`src/rtl/alu_control.sv`:
```
`default_nettype none
// ============================================================================
//  Module   : alu_control
//  Purpose  : Decodes opcode/funct into an ALU mode bundle and presents it
//             through a two-entry skid buffer (output register + skid
//             register) with a valid/ready handshake on both sides.
//  Ports    : i_clk, i_rst_n       - clock (rising edge), async active-low reset
//             i_valid/o_ready      - upstream handshake
//             i_opcode, i_funct    - instruction bits [31:26] and [5:0]
//             i_flush              - drop held and incoming entries
//             o_valid/i_ready      - downstream (EX) handshake
//             o_mode, o_alu_src, o_shamt_sel, o_illegal - decoded bundle
//             o_illegal_cnt        - saturating count of accepted illegal inputs
//  Macro    : ALU_CTRL_ILLEGAL_CNT_EN enables the illegal counter; when
//             undefined o_illegal_cnt is tied to zero.
//  Revision : 1.0 - initial release
// ============================================================================
module alu_control #(
    parameter int MODE_WIDTH = 6,
    parameter int OP_WIDTH   = 6
) (
    input  logic                  i_clk,
    input  logic                  i_rst_n,
    input  logic                  i_valid,
    output logic                  o_ready,
    input  logic [OP_WIDTH-1:0]   i_opcode,
    input  logic [OP_WIDTH-1:0]   i_funct,
    input  logic                  i_flush,
    output logic                  o_valid,
    input  logic                  i_ready,
    output logic [MODE_WIDTH-1:0] o_mode,
    output logic                  o_alu_src,
    output logic                  o_shamt_sel,
    output logic                  o_illegal,
    output logic [7:0]            o_illegal_cnt
);

    localparam logic [5:0] c_MODE_ADD  = 6'b100000;
    localparam logic [5:0] c_MODE_ADDU = 6'b100001;
    localparam logic [5:0] c_MODE_SUBU = 6'b100011;
    localparam logic [5:0] c_MODE_AND  = 6'b100100;
    localparam logic [5:0] c_MODE_OR   = 6'b100101;
    localparam logic [5:0] c_MODE_XOR  = 6'b100110;
    localparam logic [5:0] c_MODE_SLT  = 6'b101000;
    localparam logic [5:0] c_MODE_SLTU = 6'b101001;

    // ------------------------------------------------------------------
    // Combinational decode
    // ------------------------------------------------------------------
    logic [5:0] w_op;
    logic [5:0] w_fn;
    logic [5:0] w_dec_mode;
    logic       w_dec_src;
    logic       w_dec_shamt;
    logic       w_dec_illegal;

    assign w_op = 6'(i_opcode);
    assign w_fn = 6'(i_funct);

    always_comb begin
        // Undecodable inputs fall through with the ADDU mode and no side flags.
        w_dec_mode    = c_MODE_ADDU;
        w_dec_src     = 1'b0;
        w_dec_shamt   = 1'b0;
        w_dec_illegal = 1'b0;
        if (w_op == 6'b000000) begin
            casez (w_fn)
                6'b100???: w_dec_mode = w_fn;
                6'b101010: w_dec_mode = c_MODE_SLT;
                6'b101011: w_dec_mode = c_MODE_SLTU;
                6'b000000, 6'b000010, 6'b000011: begin
                    w_dec_mode  = w_fn;
                    w_dec_shamt = 1'b1;
                end
                // Variable shifts reuse the immediate-shift mode codes.
                6'b000100: w_dec_mode = 6'b000000;
                6'b000110: w_dec_mode = 6'b000010;
                6'b000111: w_dec_mode = 6'b000011;
                default:   w_dec_illegal = 1'b1;
            endcase
        end else if (w_op[5]) begin
            // Loads/stores: address = base + offset.
            w_dec_mode = c_MODE_ADDU;
            w_dec_src  = 1'b1;
        end else begin
            case (w_op)
                6'b001000: begin w_dec_mode = c_MODE_ADD;  w_dec_src = 1'b1; end
                6'b001001: begin w_dec_mode = c_MODE_ADDU; w_dec_src = 1'b1; end
                6'b001010: begin w_dec_mode = c_MODE_SLT;  w_dec_src = 1'b1; end
                6'b001011: begin w_dec_mode = c_MODE_SLTU; w_dec_src = 1'b1; end
                6'b001100: begin w_dec_mode = c_MODE_AND;  w_dec_src = 1'b1; end
                6'b001101: begin w_dec_mode = c_MODE_OR;   w_dec_src = 1'b1; end
                6'b001110: begin w_dec_mode = c_MODE_XOR;  w_dec_src = 1'b1; end
                // LUI: datapath shifts the immediate and zeroes A, so OR suffices.
                6'b001111: begin w_dec_mode = c_MODE_OR;   w_dec_src = 1'b1; end
                6'b000100, 6'b000101: w_dec_mode = c_MODE_SUBU;
                default: w_dec_illegal = 1'b1;
            endcase
        end
    end

    // ------------------------------------------------------------------
    // Skid buffer
    // ------------------------------------------------------------------
    logic       r_out_valid;
    logic [5:0] r_out_mode;
    logic       r_out_src;
    logic       r_out_shamt;
    logic       r_out_illegal;
    logic       r_skid_valid;
    logic [5:0] r_skid_mode;
    logic       r_skid_src;
    logic       r_skid_shamt;
    logic       r_skid_illegal;
    logic       w_accept;
    logic       w_out_free;

    // Ready depends only on the skid register, never on i_ready.
    assign o_ready    = ~r_skid_valid;
    assign w_accept   = i_valid & ~r_skid_valid;
    assign w_out_free = ~r_out_valid | i_ready;

    always_ff @(posedge i_clk or negedge i_rst_n) begin
        if (!i_rst_n) begin
            r_out_valid    <= 1'b0;
            r_out_mode     <= 6'd0;
            r_out_src      <= 1'b0;
            r_out_shamt    <= 1'b0;
            r_out_illegal  <= 1'b0;
            r_skid_valid   <= 1'b0;
            r_skid_mode    <= 6'd0;
            r_skid_src     <= 1'b0;
            r_skid_shamt   <= 1'b0;
            r_skid_illegal <= 1'b0;
        end else if (i_flush) begin
            r_out_valid  <= 1'b0;
            r_skid_valid <= 1'b0;
        end else if (w_out_free) begin
            if (r_skid_valid) begin
                // Skid entry is older than anything upstream; drain it first.
                r_out_valid   <= 1'b1;
                r_out_mode    <= r_skid_mode;
                r_out_src     <= r_skid_src;
                r_out_shamt   <= r_skid_shamt;
                r_out_illegal <= r_skid_illegal;
                r_skid_valid  <= 1'b0;
            end else if (w_accept) begin
                r_out_valid   <= 1'b1;
                r_out_mode    <= w_dec_mode;
                r_out_src     <= w_dec_src;
                r_out_shamt   <= w_dec_shamt;
                r_out_illegal <= w_dec_illegal;
            end else begin
                r_out_valid <= 1'b0;
            end
        end else if (w_accept) begin
            // Output stalled: park the new entry, output fields stay put.
            r_skid_valid   <= 1'b1;
            r_skid_mode    <= w_dec_mode;
            r_skid_src     <= w_dec_src;
            r_skid_shamt   <= w_dec_shamt;
            r_skid_illegal <= w_dec_illegal;
        end
    end

    assign o_valid     = r_out_valid;
    assign o_mode      = MODE_WIDTH'(r_out_mode);
    assign o_alu_src   = r_out_src;
    assign o_shamt_sel = r_out_shamt;
    assign o_illegal   = r_out_illegal;

    // ------------------------------------------------------------------
    // Optional saturating illegal-input counter
    // ------------------------------------------------------------------
`ifdef ALU_CTRL_ILLEGAL_CNT_EN
    logic [7:0] r_illegal_cnt;

    always_ff @(posedge i_clk or negedge i_rst_n) begin
        if (!i_rst_n) begin
            r_illegal_cnt <= 8'd0;
        end else if (w_accept && !i_flush && w_dec_illegal && (r_illegal_cnt != 8'hFF)) begin
            r_illegal_cnt <= r_illegal_cnt + 8'd1;
        end
    end

    assign o_illegal_cnt = r_illegal_cnt;
`else
    assign o_illegal_cnt = 8'd0;
`endif

endmodule
`default_nettype wire

```
`config.mk`:
```
export PLATFORM = sky130hd
export DESIGN_NAME = alu_control
export DESIGN_NICKNAME = d
export VERILOG_FILES = /design/src/rtl/alu_control.sv
export SDC_FILE = /design/constraint.sdc
export NUM_CORES = 1
export LEC_CHECK = 0
export ABC_CLOCK_PERIOD_IN_PS = 2300
export BUFFER_PORTS_ARGS = -buffer_cell sky130_fd_sc_hd__clkbuf_2
export CORE_MARGIN = 5
export CORE_UTILIZATION = 52
export DETAILED_ROUTE_END_ITERATION = 12
export PLACE_DENSITY = 0.85
export SLEW_MARGIN = 30
export SYNTH_ARGS = -nofsm -noshare
export SYNTH_HDL_FRONTEND = slang
export SYNTH_SLANG_ARGS = --single-unit
```
`constraint.sdc`:
```
create_clock -name i_clk -period 2.3 [get_ports i_clk]
set_input_delay 0.115 -clock i_clk [delete_from_list [all_inputs] [get_ports i_clk]]
set_output_delay 0.115 -clock i_clk [all_outputs]
set_load 0.01 [all_outputs]
```
* Word-level counts from Yosys, hierarchy flattened *
Cells that the tools add are included.

operators by class
  equal/unequal tests = 18
  mux-type cells = 28
  reductions and logical operators = 14
  bitwise gates (word level) = 6

operators by type and width
  operator            number
  $eq 6x4->1 const B  8
  $pmux 6 s6          1
  $eq 6x3->1 const B  5
  $pmux 4 s7          1
  $mux 1              22
  $mux 6              3
  $eq 6x2->1 const B  2
  $eq 6x6->1 const B  2
  $logic_not 6->1     2
  $reduce_or 10->1    1
  $reduce_or 9->1     1
  $reduce_or 8->1     1
  $reduce_and 3->1    2
  $mux 4              1
  $not 1->1           4
  $reduce_bool 2->1   2
  $reduce_or 2->1     2
  $reduce_or 4->1     1
  $eq 3x3->1 const B  1
  $reduce_bool 3->1   1
  $reduce_or 3->1     1
  $and 1x1->1         1
  $or 1x1->1          1

word-level totals
  flip-flop bits (word level) = 20
  input bits = 17
  output and inout bits = 19
  logic and storage cells = 76

* Longest topological paths before layout *
  depth after elaboration = 7
  mapped depth = 5

* Least setup slack after synthesis *
Ideal clock, no wire load.

  kind = input to register
  start point = input port i_funct[4]
  end point = register r_out_shamt (netlist: o_shamt_sel)
  arrival = 1.653 ns
  stages = 5
  path buffers = 1
  setup time = 0.078 ns
  slack = 0.569 ns
  cell sequence = or4_4 -> or3_1 -> clkbuf_2 -> or4_1 -> a21oi_1

between the ends
  cells in the longest elaborated chain, start to end = 6
  elaborated cells on any way between the ends = 8
  classes of those cells = eq/ne: 2; mux: 4; reduce/logical: 2

RTL lines
  item                                                  line  RTL
  start: declaration                                    27    input logic [OP_WIDTH-1:0] i_funct,
  $eq 6x2->1 / $logic_not 6->1 (equally long branches)  67    casez (w_fn)
  $reduce_or 3->1 *                                     67
  $mux 1 *                                              67
  $mux 1 *                                              66    if (w_op == 6'b000000) begin
  $mux 1 *                                              147   end else if (w_accept) begin
  $mux 1 *                                              139   if (r_skid_valid) begin
  end signal: assignment                                144   r_out_shamt <= r_skid_shamt;
  end signal: assignment                                151   r_out_shamt <= w_dec_shamt;
  end: declaration                                      108   logic r_out_shamt;

Every way passes the cells marked *; elsewhere a longest branch is shown, timed or not. The select of a mux whose other input is x is not followed.
A chain may end at the register's enable or synchronous reset.

* Worst setup path after layout *
  start point = register r_out_valid (netlist: o_valid)
  end point = register r_skid_shamt

between the ends
  cells in the longest elaborated chain, start to end = 4

RTL lines
  item                               line  RTL
  start: declaration                 105   logic r_out_valid;
  start signal: assignment           125   r_out_valid <= 1'b0;
  start signal: assignment           136   r_out_valid <= 1'b0;
  start signal: assignment           141   r_out_valid <= 1'b1;
  $not 1->1                          121   assign w_out_free = ~r_out_valid | i_ready;
  $or 1x1->1                         121
  $not 1->1 (no source line)         -
  $reduce_and 3->1 (no source line)  -
  end signal: assignment             161   r_skid_shamt <= w_dec_shamt;
  end: declaration                   113   logic r_skid_shamt;

No other way between the ends.

==> implementation parameters <==
Parameter                              Value

Clocking
  Count of hold buffers inserted by post-cts repair    1
  Setup Buffers After CTS    0
  Root Driver    sky130_fd_sc_hd__clkbuf_4
  Number of clock buffers inserted by TritonCTS    3
  TritonCTS sink count    20
  Maximum level of the CTS H-tree    1
  Clock tree from TritonCTS    built
  Latest clock arrival within the worst-skew pair    0.31 ns
  # resized after CTS    0
  Clock edge transition at the registers on the reported setup and hold paths    0.12 ns
  Number of buffers between clock root and the deepest sink    2

Worst setup path
  Data required, critical path    2.49 ns
  CP cell instances    or3b_2 -> nand3b_1 -> o41ai_1
  Critical-path top delay cell    sky130_fd_sc_hd__o41ai_1
  Maximum net fanout on the critical path    15
  Highest cell delay on the worst timing path    0.52 ns
  Worst Setup Start Kind    flip-flop
  Reg2reg setup slack    0.31 ns
  Critical path type    flip-flop to flip-flop
  Data arrival time at the worst-slack endpoint    2.18 ns
  Path depth of the worst reg2reg path    3
  Reg2reg start    o_valid
  Critical Path End Type    flip-flop
  Top Family by Delay on Critical Path    simple AND/OR/NAND/NOR gates
  CP bufs+invs    0
  Destination of the worst register-to-register timing path    r_skid_shamt

Min path
  Path type of the worst min-delay path    primary input to flip-flop
  Startpoint of the most critical hold path    i_funct[2]
  Hold path cells    2
  Hold Path Sink    r_skid_shamt

Global routing
  Largest net degree at the start of global routing    21
  All-layer global routing usage    18.11%
  First-pass GRT wire length    4498 um
  Number of global-route vias before repair    954
  Number of antenna violations at the first check in global routing    0
  Overflow left after global routing    0

Synth
  Synth cell types    38
  Largest cells by area after synthesis    sky130_fd_sc_hd__dfrtp_1, sky130_fd_sc_hd__buf_4, sky130_fd_sc_hd__nand2_1, sky130_fd_sc_hd__o21ai_0, sky130_fd_sc_hd__a221o_1
  Flip-flop and latch count after synthesis    20
  Number of flops mapped to enable cells by yosys    0
  Post-synth top area cell    sky130_fd_sc_hd__dfrtp_1
  Most common cell in the synthesized netlist    sky130_fd_sc_hd__dfrtp_1
  Ys async rst share    100.0%
  Yosys top cell area share    46.67%
  Post-synthesis sequential area ratio    46.67%
  Post-synthesis instance area    0.001072 mm^2
  Average cell area after synthesis    9.489 um^2
  Synth Warn #    0
  Post-synth top cells    sky130_fd_sc_hd__dfrtp_1, sky130_fd_sc_hd__nand2_1, sky130_fd_sc_hd__buf_4, sky130_fd_sc_hd__nor2_1, sky130_fd_sc_hd__o21ai_0
  Top flip-flop cell by instance count after synthesis    sky130_fd_sc_hd__dfrtp_1
  Cells after Synth    113

Die
  Starting density of the core    54.66%
  Placement Rows    16
  Top Ports    36
  Core area    0.001962 mm^2
  Height of the chip    55.41 um
  Floorplan die area    0.003070 mm^2
  Chip width    55.41 um

Routing
  Via-to-Cell Ratio    5.751
  Detail-routed net length per standard cell    16.08 um
  Residual DRC    0
  Vias    972
  Initial drt markers    32
  Drt first pass iters    6
  Antenna Violating Nets Remaining    0
  Routed wire length    2718 um

Timing
  Max transition margin    64.62%
  Hold Fails Final Rpt    0
  Actual transition at the worst max-transition pin    0.5292 ns
  Clock period minus final worst setup slack    1.990 ns
  Worst hold slack    0.06029 ns
  RSZ-0062 raised after global routing    no
  Final Worst Setup Slack    0.3097 ns
  Post-route fraction of the period consumed by the critical path    86.54%
  Count of final max-slew check failures    0
  Sum of negative setup slack    0 ns
  Setup Viol. Count Final    0
  Worst clock skew    0.006011 ns
  Max Clk Rate    502.4 MHz

Pwr
  Leakage power figure    0.6222 nW
  Worst vdd rail ir drop    0.0004230 V
  Areal power density over the cells    684.0 mW/mm^2

Placement
  RD Place Congestion    0.7954
  Count of input and output buffers    27
  Detailed-placement wirelength estimate    1985 um
  Setup WS pre-CTS    0.3726 ns

Finish
  Antenna Diode Count    0
  Area growth syn-to-layout    18.20%
  Share of final-layout standard cells stronger than drive strength 1    27.46%
  Final layout net count    160

Flow run
  Max cap viols    0

Outcome
  Outcome    complete, no violations
==> cells in the final DEF (no fill, tap or decap), types with 2 or more instances in the layout <==
| cell type | instances |
|---|---|
| sky130_fd_sc_hd__conb_1 | 8 |
| sky130_fd_sc_hd__inv_1 | 4 |
| sky130_fd_sc_hd__a22o_1 | 2 |
| sky130_fd_sc_hd__nor3_1 | 3 |
| sky130_fd_sc_hd__o31a_2 | 2 |
| sky130_fd_sc_hd__o41ai_1 | 2 |
| sky130_fd_sc_hd__or4_1 | 2 |
| sky130_fd_sc_hd__clkbuf_2 | 27 |
| sky130_fd_sc_hd__nor2b_1 | 2 |
| sky130_fd_sc_hd__or3_1 | 3 |
| sky130_fd_sc_hd__clkbuf_4 | 3 |
| sky130_fd_sc_hd__buf_4 | 2 |
| sky130_fd_sc_hd__nand3b_1 | 2 |
| sky130_fd_sc_hd__dfrtp_1 | 20 |
| sky130_fd_sc_hd__o21ai_0 | 7 |
| sky130_fd_sc_hd__and3_1 | 3 |
| sky130_fd_sc_hd__mux2_2 | 2 |
| sky130_fd_sc_hd__a221o_1 | 3 |
| sky130_fd_sc_hd__nand2_1 | 13 |
| sky130_fd_sc_hd__a21oi_1 | 5 |
| sky130_fd_sc_hd__nor2_1 | 8 |
| sky130_fd_sc_hd__nand2b_1 | 2 |
==> per-stage QoR <==
stage	total power, W	util (%)	instances	instance area [um^2]
6_report	0.0008670	64.60	169	1267
5_1_grt	0.0009087	64.60	169	1267
3_5_place_dp	0.0005804	61.42	164	1205
4_1_cts	0.0008694	64.60	169	1267
2_1_floorplan	0.0005154	-	120	1099
3_3_place_gp	0.0005690	61.42	164	1205
==> sequential cells by signal, indices dropped and copies added, names as in the netlist <==
| name | count |
|---|---|
| r_skid_shamt | 1 |
| o_illegal | 1 |
| r_skid_illegal | 1 |
| r_skid_valid | 1 |
| o_valid | 1 |
| o_shamt_sel | 1 |
| o_mode | 6 |
| o_alu_src | 1 |
| r_skid_src | 1 |
| r_skid_mode | 6 |
==> worst reg2reg max path, cell delays in order (launching register included) <==
cell	delay [ns]
sky130_fd_sc_hd__dfrtp_1	0.40
sky130_fd_sc_hd__or3b_2	0.48
sky130_fd_sc_hd__nand3b_1	0.47
sky130_fd_sc_hd__o41ai_1	0.52
==> how the worst max path moves through the flow <==
stage	startpoint	to	cells past startpoint
final	o_valid	r_skid_shamt	3
after global routing	o_valid	r_skid_shamt	3
after detailed placement	i_opcode[1]	o_shamt_sel	5
after floorplan	i_funct[4]	o_shamt_sel	5
after CTS	o_valid	r_skid_shamt	3
after global placement	i_opcode[1]	o_shamt_sel	5
==> report_power, final <==
| group | total (W) | internal [W] | switching [W] | leakage (nW) |
|---|---|---|---|---|
| combinational | 0.000155 | 0.0000654 | 0.0000901 | 0.337 |
| sequential | 0.000420 | 0.000395 | 0.0000251 | 0.258 |
| clock | 0.000291 | 0.000176 | 0.000115 | 0.0279 |
==> metal layers <==
metal | part of all wire [%] | track usage [%] | vias up | routed length (um)
li1 | - | - | 455 | -
met1 | 40 | 22.37 | 465 | 1094
met2 | 52 | 31.08 | 46 | 1418
met3 | 5.5 | 3.030 | 6 | 149
met4 | 2.0 | 7.292 | 0 | 55
met5 | 0 | 0 | - | 0
==> logic make-up after synthesis <==
group / Yosys count / synth area share [%]
other: 1 / 0.3497
muxes: 3 / 3.034
AOI/OAI and AO/OA: 29 / 19.72
and+or+nand+nor: 44 / 21.59
buffers and inverters: 16 / 8.634
DFF: 20 / 46.67
==> cell type report <==
type	instances	area (um^2)
Inverter	4	15.01
Sequential cell	20	500.5
Fill cell	171	694.4
Clock inverter	1	30.03
Timing Repair Buffer	30	160.2
Tap cell	27	33.78
Multi-Input combinational cell	84	505.5
Clock buffer	3	22.52
No activity file was read; power rests on OpenSTA's default activity.
